**src/rtl/iologic_tx_gearbox.sv**
```systemverilog
// iologic_tx_gearbox: transmit soft gearbox driving ODDR D0/D1 and TQ.
// Define TX_TRAIN_EN to add the TRAIN_REQ port and training pattern state.
module iologic_tx_gearbox #(
    parameter int          GEAR       = 4,
    parameter logic [15:0] IDLE_WORD  = 16'h0,
    parameter logic [15:0] TRAIN_WORD = 16'hA5,
    parameter int          TQ_HOLD    = 3
) (
    input  logic              SCLK,
    input  logic              RST,
    input  logic [2*GEAR-1:0] TXD,
    input  logic              TXD_VALID,
    output logic              TXD_READY,
`ifdef TX_TRAIN_EN
    input  logic              TRAIN_REQ,
`endif
    output logic              Q0,
    output logic              Q1,
    output logic              TQ,
    output logic              BUSY,
    output logic              UNDERRUN
);
    localparam int W  = 2 * GEAR;
    localparam int SW = (GEAR > 1) ? $clog2(GEAR) : 1;
    localparam logic [SW-1:0] LAST   = SW'(GEAR - 1);
    localparam logic [3:0]    HOLD   = 4'(TQ_HOLD);
    localparam logic [W-1:0]  IDLE_W = IDLE_WORD[W-1:0];

`ifdef TX_TRAIN_EN
    localparam logic [W-1:0] TRAIN_W = TRAIN_WORD[W-1:0];
    typedef enum logic [1:0] {S_IDLE, S_SHIFT, S_TRAIN} state_t;
`else
    typedef enum logic [1:0] {S_IDLE, S_SHIFT} state_t;
    logic unused_train;
    assign unused_train = ^TRAIN_WORD;
`endif

    state_t        state_q, state_d;
    logic [SW-1:0] slot_q, slot_d;
    logic [W-1:0]  word_q, word_d;
    logic [3:0]    idle_q, idle_d;
    logic          tq_q, tq_d;
    logic          q0_q, q0_d;
    logic          q1_q, q1_d;
    logic          busy_q, busy_d;
    logic          und_q, und_d;
    logic          ready_q, ready_d;
    logic [W-1:0]  b0_q, b0_d;
    logic [W-1:0]  b1_q, b1_d;
    logic [1:0]    cnt_q, cnt_d;
    logic          pop;
    logic          push;
    logic          last;
    logic [SW-1:0] nxt_slot;
    logic [1:0]    pair;

    assign push     = TXD_VALID & ready_q;
    assign last     = (slot_q == LAST);
    assign nxt_slot = last ? '0 : slot_q + SW'(1);

    // Next state, slot, current word and tristate hold tracking.
    always_comb begin
        state_d = state_q;
        slot_d  = nxt_slot;
        word_d  = word_q;
        idle_d  = idle_q;
        tq_d    = 1'b0;
        pop     = 1'b0;
        unique case (state_q)
            S_IDLE: begin
                word_d = IDLE_W;
                idle_d = (idle_q == 4'hF) ? idle_q : idle_q + 4'd1;
                tq_d   = tq_q | (idle_d >= HOLD);
`ifdef TX_TRAIN_EN
                if (TRAIN_REQ) begin
                    state_d = S_TRAIN;
                    slot_d  = '0;
                    word_d  = TRAIN_W;
                    tq_d    = 1'b0;
                end else
`endif
                if (cnt_q != 2'd0 && (last || idle_q >= HOLD)) begin
                    state_d = S_SHIFT;
                    slot_d  = '0;
                    word_d  = b0_q;
                    pop     = 1'b1;
                    tq_d    = 1'b0;
                end
            end
            S_SHIFT: begin
                if (last) begin
`ifdef TX_TRAIN_EN
                    if (TRAIN_REQ) begin
                        state_d = S_TRAIN;
                        word_d  = TRAIN_W;
                    end else
`endif
                    if (cnt_q != 2'd0) begin
                        word_d = b0_q;
                        pop    = 1'b1;
                    end else begin
                        state_d = S_IDLE;
                        word_d  = IDLE_W;
                        idle_d  = '0;
                        tq_d    = (HOLD == 4'd0);
                    end
                end
            end
`ifdef TX_TRAIN_EN
            S_TRAIN: begin
                if (last && !TRAIN_REQ) begin
                    if (cnt_q != 2'd0) begin
                        state_d = S_SHIFT;
                        word_d  = b0_q;
                        pop     = 1'b1;
                    end else begin
                        state_d = S_IDLE;
                        word_d  = IDLE_W;
                        idle_d  = '0;
                        tq_d    = (HOLD == 4'd0);
                    end
                end
            end
`endif
            default: begin
                state_d = S_IDLE;
                slot_d  = '0;
                word_d  = IDLE_W;
                idle_d  = '0;
                tq_d    = 1'b1;
            end
        endcase
    end

    // Two-entry word buffer; push and pop on one edge keep occupancy.
    always_comb begin
        b0_d  = b0_q;
        b1_d  = b1_q;
        cnt_d = cnt_q;
        unique case ({push, pop})
            2'b10: begin
                if (cnt_q == 2'd0) b0_d = TXD;
                else               b1_d = TXD;
                cnt_d = cnt_q + 2'd1;
            end
            2'b01: begin
                b0_d  = b1_q;
                cnt_d = cnt_q - 2'd1;
            end
            2'b11: begin
                if (cnt_q == 2'd1) begin
                    b0_d = TXD;
                end else begin
                    b0_d = b1_q;
                    b1_d = TXD;
                end
            end
            default: ;
        endcase
    end

    // Registered output values derived from the next state.
    always_comb begin
        pair    = 2'(word_d >> {slot_d, 1'b0});
        q0_d    = pair[0];
        q1_d    = pair[1];
        busy_d  = (state_d != S_IDLE);
        und_d   = (state_d == S_SHIFT) && (slot_d == LAST) &&
                  (cnt_d == 2'd0);
        ready_d = (cnt_d != 2'd2);
    end

    // State and output registers; reset flushes everything.
    always_ff @(posedge SCLK or posedge RST) begin
        if (RST) begin
            state_q <= S_IDLE;
            slot_q  <= '0;
            word_q  <= '0;
            idle_q  <= '0;
            tq_q    <= 1'b1;
            q0_q    <= 1'b0;
            q1_q    <= 1'b0;
            busy_q  <= 1'b0;
            und_q   <= 1'b0;
            ready_q <= 1'b0;
            b0_q    <= '0;
            b1_q    <= '0;
            cnt_q   <= '0;
        end else begin
            state_q <= state_d;
            slot_q  <= slot_d;
            word_q  <= word_d;
            idle_q  <= idle_d;
            tq_q    <= tq_d;
            q0_q    <= q0_d;
            q1_q    <= q1_d;
            busy_q  <= busy_d;
            und_q   <= und_d;
            ready_q <= ready_d;
            b0_q    <= b0_d;
            b1_q    <= b1_d;
            cnt_q   <= cnt_d;
        end
    end

    assign Q0        = q0_q;
    assign Q1        = q1_q;
    assign TQ        = tq_q;
    assign BUSY      = busy_q;
    assign UNDERRUN  = und_q;
    assign TXD_READY = ready_q;

endmodule
```
**config.mk**
```make
export PLATFORM = sky130hd
export DESIGN_NAME = iologic_tx_gearbox
export DESIGN_NICKNAME = d
export VERILOG_FILES = /design/src/rtl/iologic_tx_gearbox.sv
export SDC_FILE = /design/constraint.sdc
export NUM_CORES = 1
export LEC_CHECK = 0
export ABC_AREA = 1
export CELL_PAD_IN_SITES_DETAIL_PLACEMENT = 1
export CELL_PAD_IN_SITES_GLOBAL_PLACEMENT = 1
export CORE_MARGIN = 3
export CORE_UTILIZATION = 43
export CTS_CLUSTER_DIAMETER = 100
export DETAILED_ROUTE_END_ITERATION = 6
export PLACE_DENSITY_LB_ADDON = 0.1
export SYNTH_ARGS = -nofsm -noshare
export SYNTH_HDL_FRONTEND = slang
export SYNTH_SLANG_ARGS = --single-unit
```
**constraint.sdc**
```tcl
create_clock -name SCLK -period 3.05 [get_ports SCLK]
set_clock_uncertainty 0.15 [all_clocks]
set_input_delay 0.61 -clock SCLK [delete_from_list [all_inputs] [get_ports SCLK]]
set_output_delay 0.61 -clock SCLK [all_outputs]
set_load 0.03 [all_outputs]
```
## Word-level counts from Yosys, hierarchy flattened

Index checks and enable logic that the tools add are counted.
W data, S select, Z words.

| word-level totals | value |
|---|---|
| logic and storage cells | 79 |
| input port bits | 11 |
| bits in registers | 40 |
| output and inout port bits | 6 |

| operators by class | value |
|---|---|
| $lt $le $gt $ge | 2 |
| shifts and indexed selects | 1 |
| reductions and logical operators | 14 |
| equal/unequal tests | 15 |
| multiplexer cells | 28 |
| add/sub/neg operators | 4 |
| bitwise logic cells | 2 |

Operators with widths:

| operator | count |
|---|---|
| $mux W8 | 7 |
| $pmux W8 S2 | 2 |
| $pmux W8 S3 | 1 |
| $mux W4 | 3 |
| $ne A2 B2 Y1 const B | 6 |
| $pmux W2 S2 | 3 |
| $mux W2 | 5 |
| $eq A2 B1 Y1 const B | 4 |
| $eq A2 B2 Y1 const B | 4 |
| $ge A4 B2 Y1 const B | 2 |
| $pmux W4 S2 | 1 |
| $shr A8 B3 Y2 | 1 |
| $logic_not A2 Y1 | 3 |
| $reduce_bool A2 Y1 | 3 |
| $add A2 B1 Y2 const B | 2 |
| $add A4 B1 Y4 const B | 1 |
| $eq A4 B4 Y1 const B | 1 |
| $mux W1 | 4 |
| $pmux W1 S2 | 2 |
| $reduce_and A2 Y1 | 2 |
| $logic_and A1 B1 Y1 | 3 |
| $reduce_and A3 Y1 | 1 |
| $reduce_bool A3 Y1 | 1 |
| $sub A2 B1 Y2 const B | 1 |
| other kinds (3) | 3 |

## Logic depth before layout (Yosys ltp)

Gate-level depths: netlist of run 1.

| depth | value |
|---|---|
| depth in word-level cells | 9 |
| gate-level depth with buffers | 14 |
| mapped depth without buffers | 12 |

## Worst setup path after synthesis of run 1

Ideal clock, no wire load.

| timing path | value |
|---|---|
| kind | register -> register |
| start point | register idle_q[0] |
| end point | register b1_q[0] |
| setup time | 126 ps |
| arrival time | 2087 ps |
| stages on the path, launching flop included | 12 |
| period minus slack after synthesis | 2363 ps |
| buffers on the path | 3 |
| data required time | 2774 ps |
| path slack | 687 ps |
| cell sequence | dfrtp_1 ha_1 nor2_2 nand2_2 nand3_2 nand2_4 buf_12 ha_1 buf_4 o211ai_1 buf_4 o21ai_0 |

| between the ends | value |
|---|---|
| word-level cells in the longest chain between the ends | 8 |
| elaborated cells on any way between the ends | 12 |
| classes of those cells | order compare (1); eq/ne (4); mux (3); reduce/logical (4) |

Ends and longest elaborated chain:

| element | line | source |
|---|---|---|
| start: declaration | 41 | `logic [3:0] idle_q, idle_d;` |
| start signal: assignment | 193 | `idle_q <= idle_d;` |
| $ge A4 B2 Y1 (*) | 82 | `if (cnt_q != 2'd0 && (last \|\| idle_q >= HOLD)) begin` |
| $logic_or A1 B1 Y1 (*) | 82 |  |
| $logic_and A1 B1 Y1 (*) | 82 |  |
| $mux W1 (*) | 82 |  |
| $pmux W1 S2 (*) | 69 | `unique case (state_q)` |
| $eq A2 B2 Y1 | 140 | `unique case ({push, pop})` |
| $ne A2 B2 Y1 (no source line) or $reduce_bool A2 Y1 (tied branches) | - |  |
| $reduce_and A3 Y1 (no source line) | - |  |
| end signal: assignment | 187 | `b1_q <= '0;` |
| end signal: assignment | 201 | `b1_q <= b1_d;` |
| end: declaration | 49 | `logic [W-1:0] b1_q, b1_d;` |

Mark *: on every way between the ends. The rest lies on a longest branch, timed or not.
A chain may end at the register's enable or synchronous reset.

## Final worst setup path of run 1

| timing path | value |
|---|---|
| start point | register cnt_q[0] |
| end point | register und_q, in the netlist UNDERRUN |

| between the ends | value |
|---|---|
| word-level cells in the longest chain between the ends | 8 |
| elaborated cells on any way between the ends | 22 |
| classes of those cells | add/sub (2); eq/ne (4); mux (11); reduce/logical (5) |

Ends and longest elaborated chain:

| element | line | source |
|---|---|---|
| start: declaration | 50 | `logic [1:0] cnt_q, cnt_d;` |
| start signal: assignment | 202 | `cnt_q <= cnt_d;` |
| $reduce_bool A2 Y1 | 82, 98 |  |
| $mux W1 or $logic_and A1 B1 Y1 (tied branches) | 98, 82 |  |
| $mux W1 (on tied branches) | 91, 82 |  |
| $pmux W1 S2 | 69 |  |
| $eq A2 B1 Y1 or $eq A2 B2 Y1 (tied branches) | 140 |  |
| $pmux W2 S2 | 140 |  |
| $logic_not A2 Y1 | 169 | `(cnt_d == 2'd0);` |
| $logic_and A1 B1 Y1 (*) | 168 | `und_d = (state_d == S_SHIFT) && (slot_d == LAST) &&` |
| via und_d | 46 | `logic und_q, und_d;` |
| end signal: assignment | 198 | `und_q <= und_d;` |
| end: declaration | 46 |  |

The timed path passes the listed nets; every way through them passes the cells marked *.

==> impl_metrics.toml, run 1 <==
[timing]
max_freq_mhz = 368
slew_violations = 0
hold_viol_final = 0
fin_ws_ps = 331
worst_slew_pin_slew_ps = 581
final-setup-viol-count = 0
fin_crit_ps = 2720
tns_ps = 0
period_share = 0.892
slew_headroom = 0.613
rsz0062_at_grt = "false"

[clocking]
cts_resized = 0
htreeDepth = 2
cts_buffers = 5
clkTransAtPathRegs_ps = 80
cts_buffer_depth = 2
cts_tree = "yes"
cts.sinks = 40
hold_buffers = 0
clk_latency_ps = 300
postCtsSetupRepairBufs = 0
clock-root-buffer = "clkbuf_8"

[placed_design]
hpwl_um = 4220
dp_slack_ps = 309
gp_congestion = 0.730
dp_cells = 388
io_buffers = 16
dpl_cell_area_sq_mm = 0.00254

[grt]
grt_pass1_vias = 2134
antenna_found_initial = 0
grt_usage = 0.208
grt_max_degree = 41
grt_pass1_wl_um = 10200
grt-ovfl-total = 0

[power]
ir_drop_v = 0.000410
p_per_area_mw_per_mm2 = 837
p_leak_uw = 0.00134

[worst_setup_path]
cpPeakStageDelay_ps = 390
startpoint = "cnt_q[0]"
crit_buf_inv = 3
cp_max_fo = 19
end_kind = "register"
cp_slowest_cell = "dfrtp_1"
crit_path_start_kind = "register"
worst-path-stages = 11
cp_top_family = "simple AND/OR/NAND/NOR gates"
r2r_cells = 11
crit_type = "register to register"
worstPathArrival_ps = 2790
crit_chain = "inv_1 -> ha_1 -> inv_2 -> nand3_2 -> nand2_4 -> inv_1 -> ha_1 -> or2_2 -> a21boi_1 -> nand3_1 -> nor3_2"
cp.required_ps = 3120
reg2reg_from = "cnt_q[0]"

[synthesis]
ys.flop_type = "dfrtp_1"
synth_seq_cells = 40
syn_nets = 324
synth_edf_count = 0
yosys.area.top_type_share = 0.420
ys_warn_count = 0
yosysTopAreaCell = "dfrtp_1"
synthCells = 305
yosysSeqAreaShare = 0.431
yosysUniqueCellTypes = 32
postSynthAreaPerCell_sq_um = 7.62
synthTopCellsByArea = "dfrtp_1 42%, nand2_1 20%, o21ai_0 6.7%"
async_flop_share = 1.00
syn_area_sq_mm = 0.00232

[flow_run]
maxCapViolations = 0

[floorplan]
core.rowCount = 26
die_w_um = 79.5
start_util = 0.449
dieArea_sq_mm = 0.00632
num_io_pins = 17
die_y_um = 79.5
core_area_sq_mm = 0.00517

[route]
viasPerCell = 5.06
remaining_drc_errors = 0
first_pass_iters = 4
drt_wl_total_um = 5770
antenna_left = 0
vias = 2003
wl_per_cell_um = 14.6
drt_first_iter_violations = 84

[run_status]
status = "completed"

[layout]
instances_no_fill = 396
final_area_sq_mm = 0.00263
fin_nets = 344
area_delta_synth_final_pct = 13.3
layout-drive-gt1-share = 0.117
multi_input_comb_area_sq_mm = 0.00110
diodes = 0
seq_area_sq_mm = 0.00100
nFillCells = 662

[hold_path]
hp-class = "register to register"
hold_path_startpoint = "b1_q[0]"
hold_depth = 2
## cell usage after synthesis, drive strengths merged, types with 2 or more instances
cell type / instances
nand2: 129
o21ai: 40
dfrtp: 39
inv: 36
nand3: 16
buf: 10
ha: 8
nand4: 8
nor2: 6
a21oi: 3
nor3: 2
## tightest hold or removal path, delay by kind of cell (launching register included)
kind | cells | cell delay [ps]
AOI/OAI and AO/OA | 1 | 60
DFF | 1 | 350
and+or+nand+nor | 1 | 50
## area by class of cell
type                       instances  area share
tap                               70      0.0333
clock buffer                       8      0.0342
inverter                          37      0.0528
timing repair buffer              23      0.0808
sequential                        40       0.381
multi-input combinational        218       0.418
## sequential cells by signal (all words and copies together) (netlist names)
name and flops:
BUSY 1, Q0 1, Q1 1, TQ 1
TXD_READY 1, UNDERRUN 1, b0_q 8, b1_q 8
cnt_q 2, idle_q 4, slot_q 2, state_q 2
word_q 8
## kinds of logic (layout without fill, tap and decap cells)
kind of cell | after synthesis | count (layout) | share of synthesized area
buffers and inverters | 47 | 68 | 0.0948
AND/OR/NAND/NOR | 162 | 162 | 0.304
flip-flops | 40 | 40 | 0.431
adder cells (fa/ha/maj) | 8 | 8 | 0.0431
other | 1 | 1 | 0.00161
AO/OA/AOI/OAI | 46 | 46 | 0.122
XOR/XNOR | 1 | 1 | 0.00377
## through the flow
stage	utilization	total power, uW	hold WS [ps]
2_1_floorplan	-	1570	303
3_5_place_dp	0.492	1850	326
4_1_cts	0.509	2230	346
3_3_place_gp	0.492	1800	316
5_1_grt	0.509	2420	372
6_report	0.509	2200	342
## path summary, 6_finish.rpt
kind	end	slack [ps]
setup / recovery	UNDERRUN	330
hold / removal	b1_q[0]	340
setup reg to reg	UNDERRUN	330
hold reg to reg	b1_q[0]	340
max in group asynchronous	TQ	1750
min in group asynchronous	b1_q[4]	600
## report_power, final
group	switching, uW	internal, uW	total (uW)	leakage, uW
registers	130	716	846	0.000516
clock network	193	185	378	0.0000455
logic	657	323	980	0.000778
total	980	1220	2200	0.00134
## layout by cell type, fill, tap and decap left out
cell             count
nor3_2               1
o211ai_1             1
inv_1               33
a21oi_1              2
a21oi_4              1
xor2_1               1
dfrtp_1             39
nand3_1             13
o21bai_1             1
or2_2                1
nand3_2              2
nor2_2               2
nor2_1               3
nand3_4              1
nand4_1              8
o21ai_0             31
buf_4                7
clkinv_1             1
ha_1                 8
nor3_1               1
nor2_4               1
o21ai_2              9
nand2_4              1
dfstp_2              1
clkbuf_1             2
conb_1               1
nand2_2              2
nand2_1            126
inv_2                3
clkbuf_8             6
a21boi_1             1
clkdlybuf4s50_1     16
## layer usage
layer  global-route usage  part of all wire
met3               0.0372             0.024
met1                0.253              0.47
met4               0.0687             0.013
met2                0.368              0.50
met5                    0                 0
Note: power is estimated with default switching activity, not from simulation.
==> run 2: changes to the inputs <==
--- a/config.mk
+++ b/config.mk
@@ -12,7 +12,7 @@
 export CORE_UTILIZATION = 43
 export CTS_CLUSTER_DIAMETER = 100
 export DETAILED_ROUTE_END_ITERATION = 6
-export PLACE_DENSITY_LB_ADDON = 0.1
+export PLACE_DENSITY_LB_ADDON = 0.15
 export SYNTH_ARGS = -nofsm -noshare
 export SYNTH_HDL_FRONTEND = slang
 export SYNTH_SLANG_ARGS = --single-unit
==> run 2 against run 1 <==
Register-to-register slack better by 30 ps. First-iteration DRC count down 29%. Final area up 0.38%. Clock power grew 14%. Global-route usage fell by 1.4 points. Final cell count fell by 0.25%. Critical path depth did not move. Maximum frequency grew 1.2%. Combinational power fell by 0.6%. Sequential cell count stayed put.
==> impl_metrics.toml, run 2 (synthesized netlist as in run 1, its figures left out) <==
[placed_design]
io_buffers = 16
gp_congestion = 0.765
dp_slack_ps = 391
hpwl_um = 4050

[clocking]
htreeDepth = 2
postCtsSetupRepairBufs = 0
clkTransAtPathRegs_ps = 80
clk_latency_ps = 290
cts_resized = 0
cts_buffers = 5
hold_buffers = 0
clock-root-buffer = "clkbuf_8"
cts.sinks = 40
cts_buffer_depth = 2
cts_tree = "yes"

[worst_setup_path]
worstPathArrival_ps = 2740
crit_buf_inv = 1
crit_path_start_kind = "register"
cpPeakStageDelay_ps = 410
crit_chain = "ha_1 -> nor2_2 -> nand2_2 -> nand3_2 -> nand2_4 -> inv_1 -> ha_1 -> or2_2 -> a21boi_1 -> nand3_1 -> nor3_2"
cp_max_fo = 19
end_kind = "register"
worst_path_most_repeated_cell = "ha_1"
cp_slowest_cell = "dfrtp_1"
cp_top_family = "simple AND/OR/NAND/NOR gates"
crit_type = "register to register"
cp.required_ps = 3100

[power]
p_per_area_mw_per_mm2 = 850
ir_drop_v = 0.000392
p_leak_uw = 0.00134

[timing]
slew_violations = 0
final-setup-viol-count = 0
tns_ps = 0
fin_ws_ps = 363
fin_crit_ps = 2690
max_freq_mhz = 372
period_share = 0.881
rsz0062_at_grt = "false"
hold_viol_final = 0
slew_headroom = 0.647
worst_slew_pin_slew_ps = 530

[route]
vias = 1965
wl_met1_um = 2630
drt_first_iter_violations = 60
remaining_drc_errors = 0
antenna_left = 0
viasPerCell = 4.97
wl_per_cell_um = 13.9
top_layer = "met4"
met3WireLength_um = 137
dr_wl_met2_um = 2690
drt_wl_total_um = 5500
first_pass_iters = 4

[layout]
area_delta_synth_final_pct = 13.7
reg_top3 = "b0_q: 8 flops, b1_q: 8 flops, word_q: 8 flops"
final_cell_mix = "126 x nand2_1, 39 x dfrtp_1, 33 x inv_1"
diodes = 0
final_common_cell = "nand2_1"
layout-drive-gt1-share = 0.117
fin_nets = 343
nFillCells = 644

[flow_run]
maxCapViolations = 0

[grt]
grt-ovfl-total = 0
grt_pass1_vias = 2084
grt_usage = 0.194
antenna_found_initial = 0
grt_pass1_wl_um = 9730
grt_max_degree = 41

[run_status]
status = "completed"

[floorplan]
core_area_sq_mm = 0.00517
start_util = 0.449
dieArea_sq_mm = 0.00632
die_y_um = 79.5
core.rowCount = 26
die_w_um = 79.5
num_io_pins = 17

[hold_path]
hp-class = "register to register"
-- run 2: changes by cell type in the layout (fill, tap and decap cells not counted) --
cell / before / now
clkinv_2: 0 / 1
bufinv_16: 0 / 1
buf_4: 7 / 6
clkbuf_1: 2 / 1
clkbuf_8: 6 / 5
-- run 2: final cells by class --
cell class              instances  area [sq um]  share of cell area
clock buffers                   6          72.6              0.0275
clock inverters                 2          35.0              0.0133
inverters                      37           139              0.0526
multi-input cells             218          1100               0.417
flip-flops and latches         40          1000               0.379
well taps                      70          87.6              0.0331
repair buffers                 22           205              0.0777
-- run 2: tightest hold or removal path, stage by stage (launching register included) --
cell and delay (ps):
dfrtp_1 350, nand2_1 50, o21ai_0 60
-- run 2: power breakdown --
group | internal, uW | switching [uW] | total [uW]
logic | 322 | 651 | 974
clock network | 243 | 188 | 431
registers | 716 | 126 | 842
-- run 2: path summary, 6_finish.rpt --
| kind | startpoint | end | slack, ps | cells past startpoint |
|---|---|---|---|---|
| worst max-delay path | idle_q[0] | UNDERRUN | 360 | 11 |
| worst min-delay path | b1_q[0] | b1_q[0] | 340 | 2 |
| worst max register to register | idle_q[0] | UNDERRUN | 360 | 11 |
| worst min register to register | b1_q[0] | b1_q[0] | 340 | 2 |
| max in group asynchronous | RST | TQ | 1780 | 3 |
| min in group asynchronous | RST | idle_q[0] | 610 | 3 |
-- run 2: per-layer routing --
layer / global-route usage / vias up
li1: - / 993
met1: 0.254 / 951
met2: 0.329 / 17
met3: 0.0339 / 4
met4: 0.0498 / 0
met5: 0 / -
-- run 2: through the flow --
| step | power, uW | instance area, sq um | hold WS, ps | instances | util |
|---|---|---|---|---|---|
| after floorplan | 1570 | 2320 | 303 | 305 | - |
| after global placement | 1800 | 2530 | 317 | 387 | 0.490 |
| after detailed placement | 1840 | 2530 | 329 | 387 | 0.490 |
| after CTS | 2290 | 2640 | 348 | 395 | 0.511 |
| after global routing | 2450 | 2640 | 363 | 395 | 0.511 |
| final | 2250 | 2640 | 343 | 395 | 0.511 |
==> run 3: changes to the inputs <==
--- a/config.mk
+++ b/config.mk
@@ -6,7 +6,7 @@
 export NUM_CORES = 1
 export LEC_CHECK = 0
 export ABC_AREA = 1
-export CELL_PAD_IN_SITES_DETAIL_PLACEMENT = 1
+export CELL_PAD_IN_SITES_DETAIL_PLACEMENT = 0
 export CELL_PAD_IN_SITES_GLOBAL_PLACEMENT = 1
 export CORE_MARGIN = 3
 export CORE_UTILIZATION = 43
==> run 3 against run 2 <==
Final cell count unchanged. Power decreased by 3.6%. Largest cell class unchanged. First-iteration DRC count increased by 78%. Highest routed layer unchanged. Core utilization decreased by 0.27 points. Sequential cell count unchanged. Maximum frequency decreased by 0.53%. Critical path depth unchanged. Critical path type unchanged. Sequential power about the same.
==> impl_metrics.toml, run 3 (synthesized netlist as in run 1, its figures left out) <==
[worst_setup_path]
cp_max_fo = 19
cp.required_ps = 3110
crit_chain = "ha_1 -> nor2_2 -> nand2_2 -> nand3_2 -> nand2_4 -> inv_1 -> ha_1 -> or2_2 -> a21boi_1 -> nand3_1 -> nor3_2"
end_kind = "register"
crit_path_start_kind = "register"
worst_path_most_repeated_cell = "ha_1"
worstPathArrival_ps = 2770
cp_slowest_cell = "dfrtp_1"
cpPeakStageDelay_ps = 410
r2r_cells = 11
crit_type = "register to register"

[power]
p_leak_uw = 0.00133
ir_drop_v = 0.000401
p_per_area_mw_per_mm2 = 824
finalPower_uw = 2170

[route]
viasPerCell = 4.82
wl_per_cell_um = 12.4
vias = 1905
remaining_drc_errors = 0
first_pass_iters = 4
drt_first_iter_violations = 107
antenna_left = 0
drt_wl_total_um = 4890

[clocking]
clock-root-buffer = "clkbuf_8"
cts_buffers = 5
hold_buffers = 0
clk_latency_ps = 300
cts_resized = 0
cts_tree = "yes"
htreeDepth = 2
cts.sinks = 40
postCtsSetupRepairBufs = 0
cts_buffer_depth = 2
clkTransAtPathRegs_ps = 90

[grt]
antenna_found_initial = 0
grt-ovfl-total = 0
grt_max_degree = 41
grt_pass1_wl_um = 8620
grt_usage = 0.172
grt_pass1_vias = 1862

[hold_path]
hold_depth = 2
hp-class = "register to register"

[timing]
slew_violations = 0
period_share = 0.886
max_freq_mhz = 370
fin_crit_ps = 2700
tns_ps = 0
final-setup-viol-count = 0
rsz0062_at_grt = "false"
worst_slew_pin_slew_ps = 534
slew_headroom = 0.644
hold_viol_final = 0

[run_status]
status = "completed"

[layout]
area_delta_synth_final_pct = 13.1
final_common_cell = "nand2_1"
layout-drive-gt1-share = 0.117
nFillCells = 517
fin_util = 0.508
fin_nets = 343
reg_top3 = "b0_q: 8 flops, b1_q: 8 flops, word_q: 8 flops"
final_cell_mix = "126 x nand2_1, 39 x dfrtp_1, 33 x inv_1"
final_area_sq_mm = 0.00263
diodes = 0

[floorplan]
dieArea_sq_mm = 0.00632
core_area_sq_mm = 0.00517
die_y_um = 79.5
die_w_um = 79.5
start_util = 0.449
num_io_pins = 17
core.rowCount = 26

[placed_design]
dpl_cell_area_sq_mm = 0.00253
gp_congestion = 0.765
io_buffers = 16
hpwl_um = 3420

[flow_run]
maxCapViolations = 0
==> run 3: cell count changes in the layout (fill, tap and decap cells not counted), sizes merged <==
cell	delta
clkinvlp	+1
bufinv	-1
clkbuf	+1
clkinv	-1
==> run 3: worst paths after layout <==
kind	startpoint	endpoint	slack (ps)
setup / recovery	idle_q[0]	UNDERRUN	350
hold / removal	b1_q[0]	b1_q[0]	340
setup reg to reg	idle_q[0]	UNDERRUN	350
max in group asynchronous	RST	TQ	1790
hold reg to reg	b1_q[0]	b1_q[0]	340
min in group asynchronous	RST	idle_q[0]	600
==> run 3: power breakdown <==
part	switching [uW]	total (uW)	internal, uW
sequential	125	841	716
combinational	627	948	321
clock	192	376	184
total	945	2170	1220
==> run 3: cell type report <==
type	count	area, sq um	share of cell area
clock buffer	7	86.3	0.0328
clock inverter	1	7.51	0.00286
inverter	37	139	0.0528
multi-input combinational	218	1100	0.419
sequential	40	1000	0.381
tap	70	87.6	0.0333
timing repair buffer	22	205	0.0781
==> run 3: critical path: cells and delay by family (launching register included) <==
family	cells	cell delay, ps
compound gates	1	230
fa+ha+maj	2	540
simple gates	7	1180
buf+inv	1	100
flops	1	410
==> run 3: metrics by stage <==
stage	hold WS [ps]	instances	worst slack, ps
floorplan	303	305	687
global placement	317	387	502
detailed placement	324	387	365
CTS	344	395	338
global route	359	395	60.2
finish	338	395	349
==> run 3: per-layer routing <==
| metal | vias to the layer above | track usage | routed length [um] |
|---|---|---|---|
| li1 | 997 | - | - |
| met1 | 874 | 0.237 | 2550 |
| met2 | 25 | 0.263 | 2100 |
| met3 | 9 | 0.0372 | 134 |
| met4 | 0 | 0.0636 | 110 |
| met5 | - | 0 | 0 |
